--- src/rtl/blk_com_fifo_pkt_rd.sv ---
// rtl/blk_com_fifo_pkt_rd.sv - store-and-forward packet read stage behind the common sync FIFO
// Prefetches FIFO words into a 3-entry buffer and releases a packet's SOP only once it is committed.
module blk_com_fifo_pkt_rd #(
  parameter int DATA_W    = 32,
  parameter int PKT_CNT_W = 10
) (
  input  logic                 I_fifo_clk,
  input  logic                 I_fifo_rst,
  input  logic                 I_pkt_wr_done,
  input  logic [DATA_W:0]      I_fifo_dout,
  input  logic                 I_fifo_empty,
  output logic                 O_fifo_rd,
  output logic                 O_pkt_valid,
  input  logic                 I_pkt_ready,
  output logic [DATA_W-1:0]    O_pkt_data,
  output logic                 O_pkt_sop,
  output logic                 O_pkt_eop,
  output logic [PKT_CNT_W-1:0] O_pkt_cnt,
  output logic                 O_cnt_err
);

  localparam int ENT_W = DATA_W + 2;
  localparam logic [PKT_CNT_W-1:0] CNT_ONE = {{(PKT_CNT_W-1){1'b0}}, 1'b1};
  localparam logic [PKT_CNT_W-1:0] CNT_MAX = {PKT_CNT_W{1'b1}};

  // Entry layout: {sop, eop, data}; entry 0 is the head, entries at or above occ are kept zero.
  logic [ENT_W-1:0]     buf_q [3];
  logic [ENT_W-1:0]     buf_d [3];
  logic [1:0]           occ_q, occ_d;
  logic                 infl_q;
  logic                 sop_next_q, sop_next_d;
  logic [PKT_CNT_W-1:0] cnt_q, cnt_d;
  logic                 err_q, err_d;

  logic [ENT_W-1:0] head;
  logic             head_sop;
  logic             pop;
  logic             push;
  logic             dec;
  logic [1:0]       wr_idx;
  logic [2:0]       pending;

  assign head     = buf_q[0];
  assign head_sop = head[ENT_W-1];
  assign pending  = {1'b0, occ_q} + {2'b00, infl_q};

  // Read issue looks only at registered state, so it never waits on downstream ready.
  always_comb begin
    O_fifo_rd = !I_fifo_rst && !I_fifo_empty && (pending <= 3'd2);
  end

  always_comb begin
    O_pkt_valid = (occ_q != 2'd0) && (!head_sop || (cnt_q != '0));
    O_pkt_data  = '0;
    O_pkt_sop   = 1'b0;
    O_pkt_eop   = 1'b0;
    if (occ_q != 2'd0) begin
      O_pkt_data = head[DATA_W-1:0];
      O_pkt_sop  = head_sop;
      O_pkt_eop  = head[ENT_W-2];
    end
    O_pkt_cnt = cnt_q;
    O_cnt_err = err_q;
  end

  assign pop    = O_pkt_valid && I_pkt_ready;
  assign push   = infl_q;
  assign dec    = pop && head_sop;
  assign wr_idx = occ_q - {1'b0, pop};

  always_comb begin
    for (int i = 0; i < 3; i++) begin
      buf_d[i] = buf_q[i];
    end
    if (pop) begin
      buf_d[0] = buf_q[1];
      buf_d[1] = buf_q[2];
      buf_d[2] = '0;
    end
    // The read-issue limit keeps wr_idx within 0..2 whenever a word returns.
    if (push) begin
      buf_d[wr_idx] = {sop_next_q, I_fifo_dout[DATA_W], I_fifo_dout[DATA_W-1:0]};
    end
    occ_d      = occ_q + {1'b0, push} - {1'b0, pop};
    sop_next_d = push ? I_fifo_dout[DATA_W] : sop_next_q;
  end

  // Commit counter: a coincident commit and SOP accept cancel; overflow saturates and latches the error.
  always_comb begin
    cnt_d = cnt_q;
    err_d = err_q;
    if (I_pkt_wr_done && !dec) begin
      if (cnt_q == CNT_MAX) begin
        err_d = 1'b1;
      end else begin
        cnt_d = cnt_q + CNT_ONE;
      end
    end else if (dec && !I_pkt_wr_done) begin
      cnt_d = cnt_q - CNT_ONE;
    end
  end

  always_ff @(posedge I_fifo_clk) begin
    if (I_fifo_rst) begin
      for (int i = 0; i < 3; i++) begin
        buf_q[i] <= '0;
      end
      occ_q      <= 2'd0;
      infl_q     <= 1'b0;
      sop_next_q <= 1'b1;
      cnt_q      <= '0;
      err_q      <= 1'b0;
    end else begin
      for (int i = 0; i < 3; i++) begin
        buf_q[i] <= buf_d[i];
      end
      occ_q      <= occ_d;
      infl_q     <= O_fifo_rd;
      sop_next_q <= sop_next_d;
      cnt_q      <= cnt_d;
      err_q      <= err_d;
    end
  end

endmodule

--- config.mk ---
export PLATFORM = sky130hd
export DESIGN_NAME = blk_com_fifo_pkt_rd
export DESIGN_NICKNAME = d
export VERILOG_FILES = /design/src/rtl/blk_com_fifo_pkt_rd.sv
export SDC_FILE = /design/constraint.sdc
export NUM_CORES = 1
export LEC_CHECK = 0
export CORE_ASPECT_RATIO = 0.5
export CORE_MARGIN = 2
export CORE_UTILIZATION = 49
export CTS_CLUSTER_DIAMETER = 200
export CTS_CLUSTER_SIZE = 20
export DETAILED_ROUTE_END_ITERATION = 8
export PLACE_DENSITY_LB_ADDON = 0.2
export SLEW_MARGIN = 20
export SYNTH_ARGS = -nofsm -noshare
export SYNTH_HDL_FRONTEND = slang
export SYNTH_SLANG_ARGS = --single-unit
--- constraint.sdc ---
create_clock -name I_fifo_clk -period 3.07 [get_ports I_fifo_clk]
set_input_delay 0.7675 -clock I_fifo_clk [delete_from_list [all_inputs] [get_ports I_fifo_clk]]
set_output_delay 0.7675 -clock I_fifo_clk [all_outputs]
set_load 0.005 [all_outputs]
==> impl_metrics.toml, run 1 <==
[synthesis]
synth_top_family_by_area = "simple AND/OR/NAND/NOR gates"
syn_avg_cell_area_um2 = 8.304
netlist_instances = 652
synthXorXnorAreaFrac_pct = 1.294
ys_warn_count = 0
synth_simple_gate_area_share_pct = 23.30
synth_edf_count = 0
synth-seq-area-share_pct = 43.26
synth_fa_ha_area_share_pct = 3.605
synth-compound-area-share_pct = 16.18
ys_types = 44
synth_mux_area_share_pct = 7.488
syn_nets = 705
ys.flop_type = "dfxtp_1"
ys_seq_elements = 117
async_flop_share_pct = 0
syn-cell-area_mm2 = 0.005414

[timing]
tightestPinTransition_ns = 0.9955
final-hold-violation-count = 0
setup_viol = 0
finalClockSkew_ns = 0.01665
drv_slew = 0
setup_tns_ns = 0
timing.final.crit_share_pct = 96.43
slew_headroom_pct = 33.63
fin_crit_ns = 2.960
fin_ws_ns = 0.1095
max_freq_mhz = 337.8
rsz0062_at_grt = "no"

[power_and_ir_drop]
cell_internal_pwr_mw = 3.565
switchingPower_mw = 1.792
p_comb_share_pct = 31.8
fin_total_pwr_mw = 5.357
switching_share_pct = 33.45
power_frac_clock_pct = 32.8
peakVddDrop_v = 0.0003646
leakagePower_nw = 2.544
p_per_area_mw_per_mm2 = 747.2
power_frac_seq_pct = 35.4

[global_routing]
antenna_found_initial = 0
grt_max_degree = 88
grtUsageTotal_pct = 23.33
grt_pass1_vias = 4722
grt.overflow.total = 0
grt_first_pass_wirelength_mm = 22.90

[cells_and_area]
nNetsFinal = 807
layout_common_cells = "nand2_1, dfxtp_1, clkdlybuf4s50_1, nor2_1, buf_4"
syn2layout_area_growth_pct = 32.42
layout_commonest_cell = "nand2_1"
fin_area_mm2 = 0.007169
fin_util_pct = 65.91
fillers = 915
num_antenna_cells = 0
drive_gt1_share_pct = 13.05

[floorplan]
ios = 85
die_w_um = 152.7
start_util_pct = 49.77
num_rows = 27
die_height_um = 78.33
die_area_mm2 = 0.01196
core-area_mm2 = 0.01088

[placed_design]
dpl_worst_slack_ns = -0.5594
portBuffers = 84
hpwl_mm = 8.485
gp_congestion = 0.8973
post_dp_cell_area_mm2 = 0.006590

[routing]
wl_met1_mm = 6.513
drt-initial-drc-count = 248
vias_per_cell = 5.314
antenna_left = 0
vias = 4841
dr_wl_met3_um = 700
wl_met2_mm = 6.415
drc = 0
wire_per_inst_um = 15.08
drt_pre_antenna_iters = 4
wirelength_mm = 13.74
maxUsedRoutingLayer = "met4"

[setup_path]
worst-path-max-fanout = 7
crit_type = "reg -> out"
crit_path_end_kind = "output port"
critPathLaunchType = "flip-flop"
required_ns = 2.30
arrival_ns = 2.19

[outcome]
status = "completed"

[min_path]
hold_path.class = "reg -> reg"

[clocking]
root_buffer = "clkbuf_16"
clk_latency_ns = 0.41
cts_tree = "done"
postCtsHoldBufs = 0
htreeDepth = 4
cts_sinks = 117
clk_pin_slew_ns = 0.05
cts_buffers = 17
clk_path_buf_depth = 2

[job]
max_cap_viol_count = 0
-- logic make-up after synthesis --
family,Yosys count
flops,117
xor+xnor,8
simple gates,282
buf+inv,57
mux,40
fa+ha+maj,15
compound gates,133
-- worst max-delay path: stages (launching register included) --
cell and delay (ns):
dfxtp_1 0.48, ha_1 0.23, inv_1 0.05, ha_1 0.27, a21oi_1 0.09, nor3_1 0.15, clkdlybuf4s50_1 0.52
-- power by group through the flow --
stage / registers (mW) / logic [mW] / clock network, mW
after floorplan: 1.89 / 1.04 / 0
after global placement: 1.91 / 1.63 / 0
after detailed placement: 1.92 / 1.67 / 0
after CTS: 1.89 / 1.68 / 1.77
after global routing: 1.93 / 1.88 / 1.86
final: 1.90 / 1.70 / 1.76
-- worst paths after layout --
| path | start | endpoint | slack (ns) | depth (start not counted) |
|---|---|---|---|---|
| worst min register to register | buf_q[0][72] | buf_q[0][72] | 0.47 | 2 |
| worst min-delay path | buf_q[0][72] | buf_q[0][72] | 0.47 | 2 |
| worst max-delay path | infl_q | O_fifo_rd | 0.11 | 6 |
| worst max register to register | O_pkt_cnt[5] | O_pkt_cnt[9] | 0.19 | 11 |
-- state kept, by name, indices dropped and copies added (netlist names) --
signal	cells
O_cnt_err	1
O_pkt_cnt	10
buf_q	102
sop_next_q	1
infl_q	1
occ_q	2
-- area by class of cell --
cell class	instances	area, µm²	area share [%]
clock buffer	19	442.9	6.178
tap	145	181.4	2.531
multi-input combinational	479	2872	40.05
sequential	117	2345	32.71
clock inverter	12	82.58	1.152
inverter	9	33.78	0.4712
timing repair buffer	130	1212	16.91
-- synthesized netlist by cell type (2+ instances only) --
cell type  instances  area [µm²]
o211ai_1           3       22.52
a311oi_1          34       297.8
buf_4              4       30.03
mux2i_1           38       380.4
a21o_1             2       15.01
nor4_2             2       25.02
buf_2             10       50.05
nor2b_1           40       250.2
o21a_1             4       30.03
nor2_1            48       180.2
nor3_1             5       25.02
xor2_1             3       26.28
nand2b_1           4       25.02
xnor2_1            5       43.79
ha_1              14       175.2
inv_1              8       30.03
a211oi_2           2       25.02
o21ai_0           38       190.2
nand4_1            2       12.51
nand3_1           37       185.2
buf_6              3       33.78
dfxtp_1          117        2342
or3_1              2       12.51
o32ai_1            2       17.52
a21oi_1           40       200.2
clkbuf_1          30       112.6
nand2_1          138       518.0
-- repair_timing --
action                     in CTS  in global routing
resized for setup               2                  8
cloned                          0                  1
setup endpoints to repair       2                 62
buffers inserted                0                  1
pin swaps                       2                  2
-- layer usage --
metal  up-vias  GRT usage, %
li1       2465             -
met1      2260         31.10
met2       106         38.70
met3        10         4.804
met4         0         6.759
met5         -             0
-- through the flow --
step                instances  hold slack [ns]
finish                    911           0.4668
global route              911           0.4805
CTS                       909           0.4687
detailed placement        878           0.4614
global placement          878           0.4543
floorplan                 652           0.4472
Power figures use the tool's default switching activity.
==> run 2: changes to the inputs <==
Settings changed: CORE_UTILIZATION 49 to 40.
==> run 2 against run 1 <==
- first-iteration DRC count is 49% higher
- maximum frequency is 0.61% higher
- critical endpoint unchanged
- sequential cell count stayed put
- clock power is 23% higher
- critical path type unchanged
- die area is 22% higher
- sequential share of layout area is 0.87 points lower
- clock-buffer cell count stayed put
- non-clock buffer count is 4 higher
- sequential power hardly changed
==> impl_metrics.toml, run 2 (synthesis results as in run 1) <==
[outcome]
status = "completed"

[global_routing]
busiest_layer = "met2"
grt.overflow.total = 0
grt_first_pass_wirelength_mm = 23.34
grt_pass1_vias = 4746
grtUsageTotal_pct = 19.95
use_met2_pct = 32.62
grt_use_met3_pct = 4.475
grt_max_degree = 70
antenna_found_initial = 0
use_met1_pct = 26.65

[timing]
rsz0062_at_grt = "no"
fin_crit_ns = 2.943
drv_slew = 0
timing.final.crit_share_pct = 95.85
setup_viol = 0
finalClockSkew_ns = 0.01440
max_freq_mhz = 339.8
slew_headroom_pct = 47.12
final-hold-violation-count = 0
tightestPinTransition_ns = 0.7932

[clocking]
cts_buffers = 17
clk_path_buf_depth = 2
cts_tree = "done"
root_buffer = "clkbuf_16"
clk_pin_slew_ns = 0.05
postCtsHoldBufs = 0
clk_latency_ns = 0.41
htreeDepth = 4
cts_sinks = 117

[floorplan]
die_area_mm2 = 0.01454
ios = 85
die_height_um = 86.27
core-area_mm2 = 0.01295
die_w_um = 168.5
num_rows = 29
start_util_pct = 41.79

[routing]
antenna_left = 0
drc = 0
drt_pre_antenna_iters = 5
wirelength_mm = 13.97
drt-initial-drc-count = 369
vias = 4951
wire_per_inst_um = 14.88
vias_per_cell = 5.273

[setup_path]
critPathLaunchType = "flip-flop"
cpMostUsedCell = "ha_1"
crit_family = "buffers and inverters"
r2r_cells = 11
crit_path_end_kind = "output port"
crit_chain = "buf_4 -> ha_1 -> inv_1 -> ha_1 -> a21oi_1 -> nor3_1 -> clkdlybuf4s50_1"
slowest_delay_ns = 0.45
worst-path-max-fanout = 4
reg2reg_from = "O_pkt_cnt[5]"
required_ns = 2.30
worst-path-buf-inv = 3
crit_path_top_delay_cell = "clkdlybuf4s50_1"
r2r_end = "O_pkt_cnt[9]"
crit_type = "reg -> out"
r2r_slack_ns = 0.23
startpoint = "occ_q[0]"
arrival_ns = 2.18

[cells_and_area]
num_antenna_cells = 0
drive_gt1_share_pct = 13.39
nNetsFinal = 810
layout_commonest_cell = "nand2_1"
largest_reg_flops = 102
regMostFlops = "buf_q"
fin_cells = 939
fillers = 1167
layout_common_cells = "nand2_1, dfxtp_1, clkdlybuf4s50_1, buf_4, nor2_1"
syn2layout_area_growth_pct = 35.96
fin_area_mm2 = 0.007361

[min_path]
min_to = "buf_q[0][83]"
min_delay_path_depth = 2
holdCritStartpoint = "buf_q[0][83]"
hold_path.class = "reg -> reg"

[power_and_ir_drop]
fin_total_pwr_mw = 5.791
p_per_area_mw_per_mm2 = 786.7
leakagePower_nw = 2.634
peakVddDrop_v = 0.0004067

[job]
max_cap_viol_count = 0

[placed_design]
hpwl_mm = 8.733
portBuffers = 84
post_dp_cell_area_mm2 = 0.006651
gp_congestion = 0.8262
dp_cells = 907
[run 2: worst reg2reg max path, cell delays in order, from the launching register on]
cell	delay, ns
dfxtp_1	0.33
nor4_4	0.37
a31oi_2	0.16
nor2b_2	0.16
inv_2	0.10
buf_4	0.15
ha_1	0.29
o211ai_1	0.24
o21ai_2	0.12
a41oi_2	0.25
mux2i_1	0.23
mux2_2	0.34
[run 2: worst max path at each step]
stage / cells past startpoint / end
2_1_floorplan: 10 / O_pkt_cnt[9]
3_3_place_gp: 12 / O_pkt_cnt[9]
3_5_place_dp: 11 / O_pkt_cnt[9]
4_1_cts: 11 / O_pkt_cnt[9]
5_1_grt: 7 / O_fifo_rd
6_report: 7 / O_fifo_rd
[run 2: stage by stage]
step | worst slack [ns] | hold WS [ns] | TNS [ns] | util (%)
final | 0.1274 | 0.4647 | 0 | 56.82
after global routing | 0.01769 | 0.4894 | 0 | 56.82
after global placement | -0.4544 | 0.4541 | -0.8603 | 51.35
after CTS | 0.01197 | 0.4663 | 0 | 56.39
after floorplan | 0.02248 | 0.4472 | 0 | -
after detailed placement | -0.5651 | 0.4591 | -1.354 | 51.35
[run 2: metal layers]
metal  vias up  share of wire (%)
met5         -                  0
met1      2373                 50
met2       100                 45
met4         0               0.79
met3         6                3.8
li1       2472                  -
[run 2: where the power goes]
group,switching [mW],internal [mW],total (mW)
Clock,0.701,1.46,2.16
Combinational,0.951,0.802,1.75
Sequential,0.126,1.75,1.88
[run 2: timing repair]
action	CTS	global route
setup endpoints to repair	1	4
resized for setup	2	8
hold endpoints to repair	0	0
setup buffers	0	1
pin swaps	1	5
[run 2: final cells by class]
| cell class | count | area, µm² | area share, % |
|---|---|---|---|
| Sequential cell | 117 | 2344 | 31.84 |
| Tap cell | 170 | 212.7 | 2.890 |
| Clock buffer | 19 | 442.9 | 6.017 |
| Timing Repair Buffer | 134 | 1239 | 16.83 |
| Multi-Input combinational cell | 478 | 2887 | 39.21 |
| Clock inverter | 12 | 202.7 | 2.754 |
| Inverter | 9 | 33.78 | 0.4589 |
==> run 3: changes to the inputs <==
Settings changed: CORE_UTILIZATION 40 to 25, MAX_ROUTING_LAYER from default to met4.
==> run 3 against run 2 <==
- design area up 2.9%
- clock power about the same
- sequential power about the same
- setup slack worse by 0.079 ns
- register-to-register slack worse by 0.02 ns
- critical path type is now in -> reg
==> impl_metrics.toml, run 3 (synthesis results as in run 1) <==
[placed_design]
hpwl_mm = 9.904
dp_cells = 1030
portBuffers = 84
gp_congestion = 0.7468

[clocking]
htreeDepth = 4
clk_path_buf_depth = 2
cts_sinks = 117
root_buffer = "clkbuf_16"
clk_latency_ns = 0.41
postCtsHoldBufs = 0
cts_tree = "done"
clk_pin_slew_ns = 0.07
cts_buffers = 17

[floorplan]
num_rows = 37
ios = 85
die_w_um = 212.1
start_util_pct = 25.93
die_height_um = 108.1
core-area_mm2 = 0.02088
die_area_mm2 = 0.02292

[setup_path]
required_ns = 3.37
worst-path-max-fanout = 6
crit_path_end_kind = "flip-flop"
crit_type = "in -> reg"
critPathLaunchType = "primary input"
arrival_ns = 3.33

[timing]
setup_viol = 0
drv_slew = 0
timing.final.crit_share_pct = 98.42
fin_crit_ns = 3.022
slew_headroom_pct = 34.10
finalClockSkew_ns = 0.01306
tightestPinTransition_ns = 0.9861
rsz0062_at_grt = "yes"
final-hold-violation-count = 0
max_freq_mhz = 331.0

[routing]
vias = 4892
vias_per_cell = 4.606
drt_pre_antenna_iters = 7
wirelength_mm = 15.78
antenna_left = 0
drt-initial-drc-count = 285
wire_per_inst_um = 14.86
drc = 0

[cells_and_area]
fin_cells = 1062
drive_gt1_share_pct = 13.77
fin_util_pct = 36.29
syn2layout_area_growth_pct = 39.94
nNetsFinal = 810
layout_common_cells = "nand2_1, dfxtp_1, clkdlybuf4s50_1, nor2_1, buf_4"
largest_reg_flops = 102
fillers = 2132
num_antenna_cells = 0
layout_commonest_cell = "nand2_1"
regMostFlops = "buf_q"

[global_routing]
grt_pass1_vias = 4860
grtUsageTotal_pct = 14.62
grt_max_degree = 70
grt_first_pass_wirelength_mm = 25.64
grt.overflow.total = 0
antenna_found_initial = 0

[min_path]
hold_path.class = "reg -> reg"

[power_and_ir_drop]
peakVddDrop_v = 0.0003458
leakagePower_nw = 3.126
p_per_area_mw_per_mm2 = 761.2

[outcome]
status = "completed"

[job]
max_cap_viol_count = 0
run 3: routing by layer:
layer,track usage [%],wire length (µm),vias to the layer above
met5,-,0,-
met4,3.773,53,0
met3,2.759,401,4
met2,23.86,7414,59
met1,18.67,7907,2360
li1,-,-,2469
run 3: cell type report:
cell class                      instances  area, µm²  share of cell area (%)
Clock buffer                           18      439.2                   5.797
Clock inverter                         14      191.4                   2.527
Inverter                                9      33.78                  0.4459
Multi-Input combinational cell        478       2870                   37.89
Sequential cell                       117       2345                   30.95
Tap cell                              292      365.4                   4.822
Timing Repair Buffer                  134       1331                   17.57
run 3: final timing paths:
kind / start / endpoint / slack [ns] / cells after the start
max: I_pkt_ready / O_pkt_cnt[9] / 0.05 / 11
min: buf_q[0][94] / buf_q[0][94] / 0.46 / 2
max reg2reg: O_pkt_cnt[9] / O_pkt_cnt[9] / 0.21 / 10
min reg2reg: buf_q[0][94] / buf_q[0][94] / 0.46 / 2
run 3: what timing repair did:
item | 4_1_cts | 5_1_grt
hold endpoints to repair | 0 | 0
setup endpoints to repair | 9 | 44
resized for setup | 3 | 35
buffers inserted | 0 | 0
pin swaps | 2 | 3
run 3: stage by stage:
step | total power, mW | setup WS, ns | TNS, ns | hold WS (ns) | cell area, µm²
after floorplan | 2.930 | 0.02248 | 0 | 0.4472 | 5420
after global placement | 3.660 | -0.4844 | -1.035 | 0.4525 | 6832
final | 5.767 | 0.04849 | 0 | 0.4646 | 7576
after CTS | 5.852 | -0.01413 | -0.01529 | 0.4678 | 7471
after global routing | 6.125 | -0.1054 | -0.5421 | 0.4880 | 7576
after detailed placement | 3.676 | -0.5485 | -1.295 | 0.4597 | 6832
run 3: report_power, final:
group          internal [mW]  switching (mW)
sequential              1.75           0.135
clock                   1.33           0.814
combinational          0.779           0.960
total                   3.86            1.91
run 3: worst max-delay path, cell delays in order:
cell and delay, ns:
clkdlybuf4s50_1 0.49, o211ai_1 0.11, a31oi_2 0.21, nor2b_2 0.08, inv_2 0.12, ha_1 0.29
a2111oi_4 0.36, o21ai_2 0.13, a41oi_2 0.23, mux2i_1 0.21, mux2_2 0.34
